[config.mk]
export PLATFORM = sky130hd
export DESIGN_NAME = perip_hc_sr04_emu
export DESIGN_NICKNAME = d
export VERILOG_FILES = /design/src/rtl/perip_hc_sr04_emu.sv
export SDC_FILE = /design/constraint.sdc
export NUM_CORES = 1
export LEC_CHECK = 0
export BUFFER_PORTS_ARGS = -buffer_cell sky130_fd_sc_hd__buf_2
export CORE_ASPECT_RATIO = 0.9
export CORE_MARGIN = 5
export CORE_UTILIZATION = 30
export CTS_BUF_LIST = sky130_fd_sc_hd__clkbuf_8
export CTS_CLUSTER_SIZE = 12
export DETAILED_ROUTE_END_ITERATION = 10
export PLACE_DENSITY = 0.55
export SLEW_MARGIN = 30
export SYNTH_ARGS = -nofsm -noshare
export SYNTH_HDL_FRONTEND = slang
export SYNTH_SLANG_ARGS = --single-unit
[constraint.sdc]
create_clock -name clk -period 6.03 [get_ports clk]
set_input_delay 0.603 -clock clk [delete_from_list [all_inputs] [get_ports clk]]
set_output_delay 0.603 -clock clk [all_outputs]
set_load 0.1 [all_outputs]
[src/rtl/perip_hc_sr04_emu.sv]
// HC-SR04 ultrasonic sensor emulator: bus-programmable echo width, trigger validation, status counters.
// Optional echo-width jitter from a 16-bit LFSR when HC_SR04_EMU_JITTER_EN is defined.
module perip_hc_sr04_emu #(
    parameter int CLK_HZ      = 25000000,
    parameter int MIN_TRIG_US = 10,
    parameter int BURST_US    = 200,
    parameter int TIMEOUT_US  = 38000
) (
    input  logic        clk,
    input  logic        rst,
    input  logic [31:0] d_in,
    input  logic        cs,
    input  logic [4:0]  addr,
    input  logic        rd,
    input  logic        wr,
    output logic [31:0] d_out,
    input  logic        trigger,
    output logic        echo
);
    localparam int TICKS_PER_US = CLK_HZ / 1000000;

    typedef enum logic [2:0] {ST_IDLE, ST_TRIG, ST_BURST, ST_ECHO, ST_HOLD} state_t;

    state_t      state_r;
    logic        sync1_r, sync2_r, trig_prev_r;
    logic        echo_r;
    logic [15:0] echo_us_r;
    logic        enable_r, no_object_r, trig_err_r;
    logic [15:0] count_r;
    logic [15:0] presc_r;
    logic [16:0] us_cnt_r;
    logic [16:0] width_r;
    logic [15:0] lfsr_val_s;
    logic [16:0] jitter_s, base_s, width_next_s;
    logic        wr_s, clr_err_s, us_tick_s, rise_s, latch_s;
    logic        unused_s;

    assign wr_s      = cs && wr;
    assign clr_err_s = wr_s && (addr == 5'h04) && d_in[2];
    assign us_tick_s = (presc_r == 16'(TICKS_PER_US - 1));
    assign rise_s    = sync2_r && !trig_prev_r;
    assign latch_s   = enable_r && (state_r == ST_TRIG) && !sync2_r && (us_cnt_r >= 17'(MIN_TRIG_US));
    assign echo      = echo_r;
    assign unused_s  = &{1'b0, d_in[31:16]};

`ifdef HC_SR04_EMU_JITTER_EN
    logic [15:0] lfsr_r;

    function automatic logic lfsr_fb(input logic [15:0] v);
        return v[15] ^ v[13] ^ v[12] ^ v[10];
    endfunction

    // LFSR steps once per accepted measurement
    always_ff @(posedge clk) begin
        if (!rst) begin
            lfsr_r <= 16'hACE1;
        end else if (latch_s) begin
            lfsr_r <= {lfsr_r[14:0], lfsr_fb(lfsr_r)};
        end
    end

    assign lfsr_val_s = lfsr_r;
    assign jitter_s   = {14'h0, lfsr_r[2:0]};
`else
    assign lfsr_val_s = 16'h0;
    assign jitter_s   = 17'h0;
`endif

    // Width captured at the end of a valid trigger; a zero setting still yields a 1 us pulse
    always_comb begin
        base_s = 17'd1;
        if (no_object_r) begin
            base_s = 17'(TIMEOUT_US);
        end else if (echo_us_r != 16'h0) begin
            base_s = {1'b0, echo_us_r};
        end else begin
            base_s = 17'd1;
        end
        width_next_s = base_s + jitter_s;
    end

    // Trigger synchronizer and edge-detect history
    always_ff @(posedge clk) begin
        if (!rst) begin
            sync1_r     <= 1'b0;
            sync2_r     <= 1'b0;
            trig_prev_r <= 1'b0;
        end else begin
            sync1_r     <= trigger;
            sync2_r     <= sync1_r;
            trig_prev_r <= sync2_r;
        end
    end

    // Bus-writable configuration registers
    always_ff @(posedge clk) begin
        if (!rst) begin
            echo_us_r   <= 16'h0B50;
            enable_r    <= 1'b1;
            no_object_r <= 1'b0;
        end else if (wr_s) begin
            case (addr)
                5'h00: echo_us_r <= d_in[15:0];
                5'h04: begin
                    enable_r    <= d_in[0];
                    no_object_r <= d_in[1];
                end
                default: ;
            endcase
        end
    end

    // Measurement FSM; prescaler restarts on every transition so phases are whole microseconds
    always_ff @(posedge clk) begin
        if (!rst) begin
            state_r    <= ST_IDLE;
            echo_r     <= 1'b0;
            presc_r    <= 16'h0;
            us_cnt_r   <= 17'h0;
            width_r    <= 17'h1;
            count_r    <= 16'h0;
            trig_err_r <= 1'b0;
        end else begin
            if (clr_err_s) begin
                trig_err_r <= 1'b0;
            end
            presc_r <= us_tick_s ? 16'h0 : presc_r + 16'h1;
            if (!enable_r) begin
                state_r  <= ST_IDLE;
                echo_r   <= 1'b0;
                presc_r  <= 16'h0;
                us_cnt_r <= 17'h0;
            end else begin
                case (state_r)
                    ST_IDLE: begin
                        presc_r  <= 16'h0;
                        us_cnt_r <= 17'h0;
                        if (rise_s) begin
                            state_r <= ST_TRIG;
                        end
                    end
                    ST_TRIG: begin
                        if (!sync2_r) begin
                            presc_r  <= 16'h0;
                            us_cnt_r <= 17'h0;
                            if (latch_s) begin
                                width_r <= width_next_s;
                                count_r <= count_r + 16'h1;
                                state_r <= ST_BURST;
                            end else begin
                                trig_err_r <= 1'b1;
                                state_r    <= ST_IDLE;
                            end
                        end else if (us_tick_s && (us_cnt_r != 17'h1FFFF)) begin
                            us_cnt_r <= us_cnt_r + 17'h1;
                        end
                    end
                    ST_BURST: begin
                        if (us_tick_s) begin
                            if (us_cnt_r == 17'(BURST_US - 1)) begin
                                us_cnt_r <= 17'h0;
                                echo_r   <= 1'b1;
                                state_r  <= ST_ECHO;
                            end else begin
                                us_cnt_r <= us_cnt_r + 17'h1;
                            end
                        end
                    end
                    ST_ECHO: begin
                        if (us_tick_s) begin
                            if (us_cnt_r == width_r - 17'h1) begin
                                us_cnt_r <= 17'h0;
                                echo_r   <= 1'b0;
                                state_r  <= ST_HOLD;
                            end else begin
                                us_cnt_r <= us_cnt_r + 17'h1;
                            end
                        end
                    end
                    ST_HOLD: begin
                        // A trigger still held high must fall before re-arming
                        if (us_cnt_r >= 17'd10) begin
                            if (!sync2_r) begin
                                presc_r  <= 16'h0;
                                us_cnt_r <= 17'h0;
                                state_r  <= ST_IDLE;
                            end
                        end else if (us_tick_s) begin
                            us_cnt_r <= us_cnt_r + 17'h1;
                        end
                    end
                    default: begin
                        state_r <= ST_IDLE;
                        echo_r  <= 1'b0;
                    end
                endcase
            end
        end
    end

    // Combinational read mux
    always_comb begin
        d_out = 32'h0;
        if (cs && rd) begin
            case (addr)
                5'h00:   d_out = {16'h0, echo_us_r};
                5'h04:   d_out = {30'h0, no_object_r, enable_r};
                5'h08:   d_out = {count_r, 14'h0, trig_err_r, (state_r != ST_IDLE)};
                5'h10:   d_out = {16'h0, lfsr_val_s};
                default: d_out = 32'h0;
            endcase
        end else begin
            d_out = 32'h0;
        end
    end
endmodule

; Yosys cells after proc, flatten, opt, wreduce, memory -nomap -nowiden
; Cells that the tools add are included.
[word_totals]
word_cells = 103
output_inout_bits = 33
inputBits = 43
regBits = 92
[classes]
reduce_logical = 24
n_addsub = 4
order_cmp = 1
n_mux = 38
eq_ne = 21
bitwise_logic = 2
[ops]
columns = cell, n
row1 = $mux 17, 10
row2 = $pmux 32 s3, 1
row3 = $pmux 17 s5, 1
row4 = $mux 16, 4
row5 = $pmux 16 s3, 1
row6 = $add 16x1->16 const B, 2
row7 = $mux 32, 1
row8 = $mux 3, 8
row9 = $add 17x1->17 const B, 1
row10 = $eq 17x17->1, 1
row11 = $eq 17x8->1 const B, 1
row12 = $ge 17x4->1 const B, 1
row13 = $ne 17x17->1 const B, 1
row14 = $sub 17x1->17 const B, 1
row15 = $eq 16x5->1 const B, 1
row16 = $ne 2x2->1 const B, 8
row17 = $reduce_bool 16->1, 1
row18 = $pmux 3 s5, 1
row19 = $logic_and 1x1->1, 9
row20 = $mux 1, 9
row21 = $reduce_and 8->1, 1
row22 = $eq 3x2->1 const B, 2
row23 = $ne 3x3->1 const B, 2
row24 = $reduce_and 2->1, 3
row25 = other kinds (17), 19

; Logic depth before layout (Yosys ltp)
[depth]
depth_word = 8
depth_mapped = 15

; Worst setup path before layout
; No wires, ideal clock.
[synth_timing]
path_type = input port to output port
start = input port addr[1]
end = output port d_out[21]
path_stages = 5
slack_ns = 2.949
path_buffers = 1
t_arrival_ns = 2.478
cell_sequence = nor4b_1 nand2_1 nor3b_1 clkbuf_1 and2_1
[synth_between]
elab_chain_len = 3
elab_cells_between_ends = 5
classes_between = eq/ne: 2 / mux: 2 / reduce/logical: 1
[synth_lines]
columns = item, line_no
row1 = "start, declared", 13  ; input logic [4:0] addr,
row2 = $eq 5x4->1 (tied with other cells), 205  ; case (addr)
row3 = $pmux 32 s3 (*), 205
row4 = $mux 32 (*), 204  ; if (cs && rd) begin
row5 = "end, declared", 16  ; output logic [31:0] d_out,
; Every way passes the cells marked *; elsewhere a longest branch is shown, timed or not.

; Worst setup path in the final report
[layout_timing]
start = register width_r[0]
end = register us_cnt_r[2]
[layout_between]
elab_chain_len = 5
[layout_lines]
columns = item, line_no
row1 = "start, declared", 32  ; logic [16:0] width_r;
row2 = "start signal, assigned", 147  ; width_r <= width_next_s;
row3 = $sub 17x1->17, 171  ; if (us_cnt_r == width_r - 17'h1) begin
row4 = $eq 17x17->1, 171
row5 = $mux 17, 171
row6 = $mux 17, 170  ; if (us_tick_s) begin
row7 = $pmux 17 s5, 134  ; case (state_r)
row8 = "end signal, assigned", 165  ; us_cnt_r <= us_cnt_r + 17'h1;
row9 = "end signal, assigned", 176  ; us_cnt_r <= us_cnt_r + 17'h1;
row10 = "end signal, assigned", 189  ; us_cnt_r <= us_cnt_r + 17'h1;
row11 = "end, declared", 31  ; logic [16:0] us_cnt_r;
; Every way passes these cells. The select of a mux whose other input is x is not followed.
; A chain may end at the register's enable or synchronous reset.

==> metrics.txt <==
Netlist cell types=58; ant diodes=0; Mapped Area=4960 sq um; H-tree Lvls=3; Layout Skew=0.0102 ns; core area=16200 sq um; register area=1820 sq um; register area share after synthesis=36.7%; CTS tree=yes; HPWL Detailed=8.93 mm; fill count=1737; Final Max Slew Viols=0; CP Capture Type=flip-flop; Initial DRT Pass Iterations=5; post-DR wirelength/cell=13.8 um; grt ovf=0; Worst Path Required=6.26 ns; number of synthesized flops with an enable pin=0; clock tree buffer depth=2; FF-to-FF path depth=10; status=finished, final reports clean; clk slew on worst S/H paths=0.09 ns; initial drt markers=248; Die Y=132 um; Startpoint Class=flip-flop; Worst EP arrival=3.81 ns; total routed wirelength=11.9 mm; Post-CTS Resized=0; top_reg_cell synth=dfxtp_1; clk_lat worst skew=0.37 ns; Slew headroom=44.8%; slew at the pin closest to its max-slew limit=0.828 ns; critical path type=flip-flop to flip-flop; first-pass GRT wire length=19.9 mm; Initial Util=30.7%; GPL Wtd Cong=0.822; R2R setup slack=2.45 ns; Die W=146 um; Final Setup Violations=0; Max VDD drop=0.112 mV; Hold Vio Cnt, Final=0; Die Area=19200 sq um; initial antenna violation count=0; I/O Pins=76; # rows=44; Mean Syn Cell Area=8.11 sq um; crit share post-route=59.4%; largest net degree at the start of global routing=58; pwr dens=195 nW/um^2; instance count of the mapped netlist=612; port buffer count=59; total track usage=12.2%; unrepaired setup endpoints after global routing=false; Nets=704; Post-synth ARST share=0%; TritonCTS sink count=91; final core utilization=34.9%; cell depth of the worst min-delay path=1; Hold Path Class=flip-flop to flip-flop; Critical Path Fanout Max=14; fmax=0.279 GHz; post-DR vias/cell=5.02; share of layout cells above drive strength 1=15.5%; vias in the first global route=4085; footprint of the multi-input gates=2950 sq um; Setup Buffers After CTS=0; DRC viols=0; Syn-to-layout area delta=13.9%; minimum clock period=3.58 ns; DRT antenna net count=0; Leak=0.00207 uW; Max Cap Viol=0; syn_nets=662; setup TNS=0 ns; FF+latch count, synth=91; DR vias=4339; root buf cell=clkbuf_8; hold buffer count at CTS=0; CTS Buf Count=9; Synth Warn #=0
cells in the final DEF, fill, tap and decap left out, types with 11 or more instances in the layout:
cell	instances
nor4_1	14
xnor2_1	45
a21boi_0	13
nor2_1	54
nor3b_1	18
clkbuf_8	11
nor2b_1	14
nand3_1	22
nand2_1	66
buf_2	59
nor3_1	23
a21oi_1	20
dfxtp_1	91
and2_1	50
xor2_1	17
nand4_1	12
inv_1	20
cells by family after synthesis:
group | Yosys count | share of synthesized area (%)
AOI/OAI and AO/OA | 77 | 11.0
xor gates and xnor gates | 62 | 10.9
adders and majority gates | 7 | 1.76
buffers and inverters | 51 | 4.01
DFF | 91 | 36.7
muxes | 2 | 0.403
and+or+nand+nor | 322 | 35.2
synth_stat cells, types with 3 or more instances:
| library cell | n | area (sq um) |
|---|---|---|
| dfxtp_1 | 91 | 1820 |
| nand2_1 | 66 | 248 |
| nor2_1 | 54 | 203 |
| and2_1 | 50 | 313 |
| xnor2_1 | 45 | 394 |
| clkbuf_1 | 30 | 113 |
| nor3_1 | 24 | 120 |
| nand3_1 | 22 | 110 |
| a21oi_1 | 20 | 100 |
| inv_1 | 20 | 75.1 |
| nor3b_1 | 18 | 135 |
| xor2_1 | 17 | 149 |
| nor2b_1 | 15 | 93.8 |
| nor4_1 | 14 | 87.6 |
| a21boi_0 | 13 | 97.6 |
| nand4_1 | 12 | 75.1 |
| nor2_2 | 10 | 62.6 |
| ha_1 | 7 | 87.6 |
| and3_1 | 5 | 31.3 |
| nand2b_1 | 5 | 31.3 |
| o21ai_0 | 5 | 25.0 |
| or3_1 | 5 | 31.3 |
| or4_1 | 5 | 37.5 |
| o211ai_1 | 4 | 30.0 |
| o22ai_1 | 4 | 25.0 |
| o31ai_1 | 4 | 30.0 |
| a41oi_1 | 3 | 26.3 |
| and4_1 | 3 | 26.3 |
routing by layer:
layer / global-route usage (%) / vias to the layer above / wire, um
li1: - / 2184 / -
met3: 2.48 / 19 / 435
met1: 16.9 / 2051 / 6060
met2: 18.4 / 85 / 5210
met4: 4.92 / 0 / 211
met5: 0 / - / 0
worst paths after layout:
kind                    from     endpoint
setup / recovery  width_r[0]  us_cnt_r[2]
hold / removal       sync1_r      sync2_r
setup reg to reg  width_r[0]  us_cnt_r[2]
hold reg to reg      sync1_r      sync2_r
metrics by stage:
step	total power (uW)	hold WS [ns]	setup slack, ns	instance area [sq um]	instances
final	1100	0.444	2.45	5650	865
after CTS	1120	0.423	2.41	5650	865
after detailed placement	647	0.427	2.43	5430	850
after global routing	1150	0.440	2.19	5650	865
after global placement	647	0.422	2.49	5410	849
after floorplan	635	0.412	2.95	4960	612
critical path: stages (launching register included):
cell and delay [ns]:
dfxtp_1 0.37, inv_1 0.08, ha_1 0.24, or3b_4 0.43, or4_4 0.49, a2111oi_2 0.36, nand4_1 0.19, nor4_4 0.24
a21oi_2 0.18, o31ai_4 0.74, nor2_1 0.11
power breakdown:
part	leakage, uW	switching, uW	internal (uW)
Sequential	0.000734	1.87	602
Combinational	0.00122	16.2	13.1
Clock	0.000115	215	254
area by class of cell:
type | instances | share of cell area, %
Clock buffer | 11 | 2.68
Clock inverter | 4 | 1.31
Timing Repair Buffer | 62 | 5.62
Sequential cell | 91 | 32.2
Multi-Input combinational cell | 470 | 52.3
Tap cell | 207 | 4.58
Inverter | 20 | 1.33
state kept, by name (all words and copies together), names as in the netlist:
| name | cells |
|---|---|
| count_r | 16 |
| echo | 1 |
| echo_us_r | 16 |
| enable_r | 1 |
| no_object_r | 1 |
| presc_r | 16 |
| state_r | 3 |
| sync1_r | 1 |
| sync2_r | 1 |
| trig_err_r | 1 |
| trig_prev_r | 1 |
| us_cnt_r | 17 |
| width_r | 16 |
No activity file was read; power rests on OpenSTA's default activity.
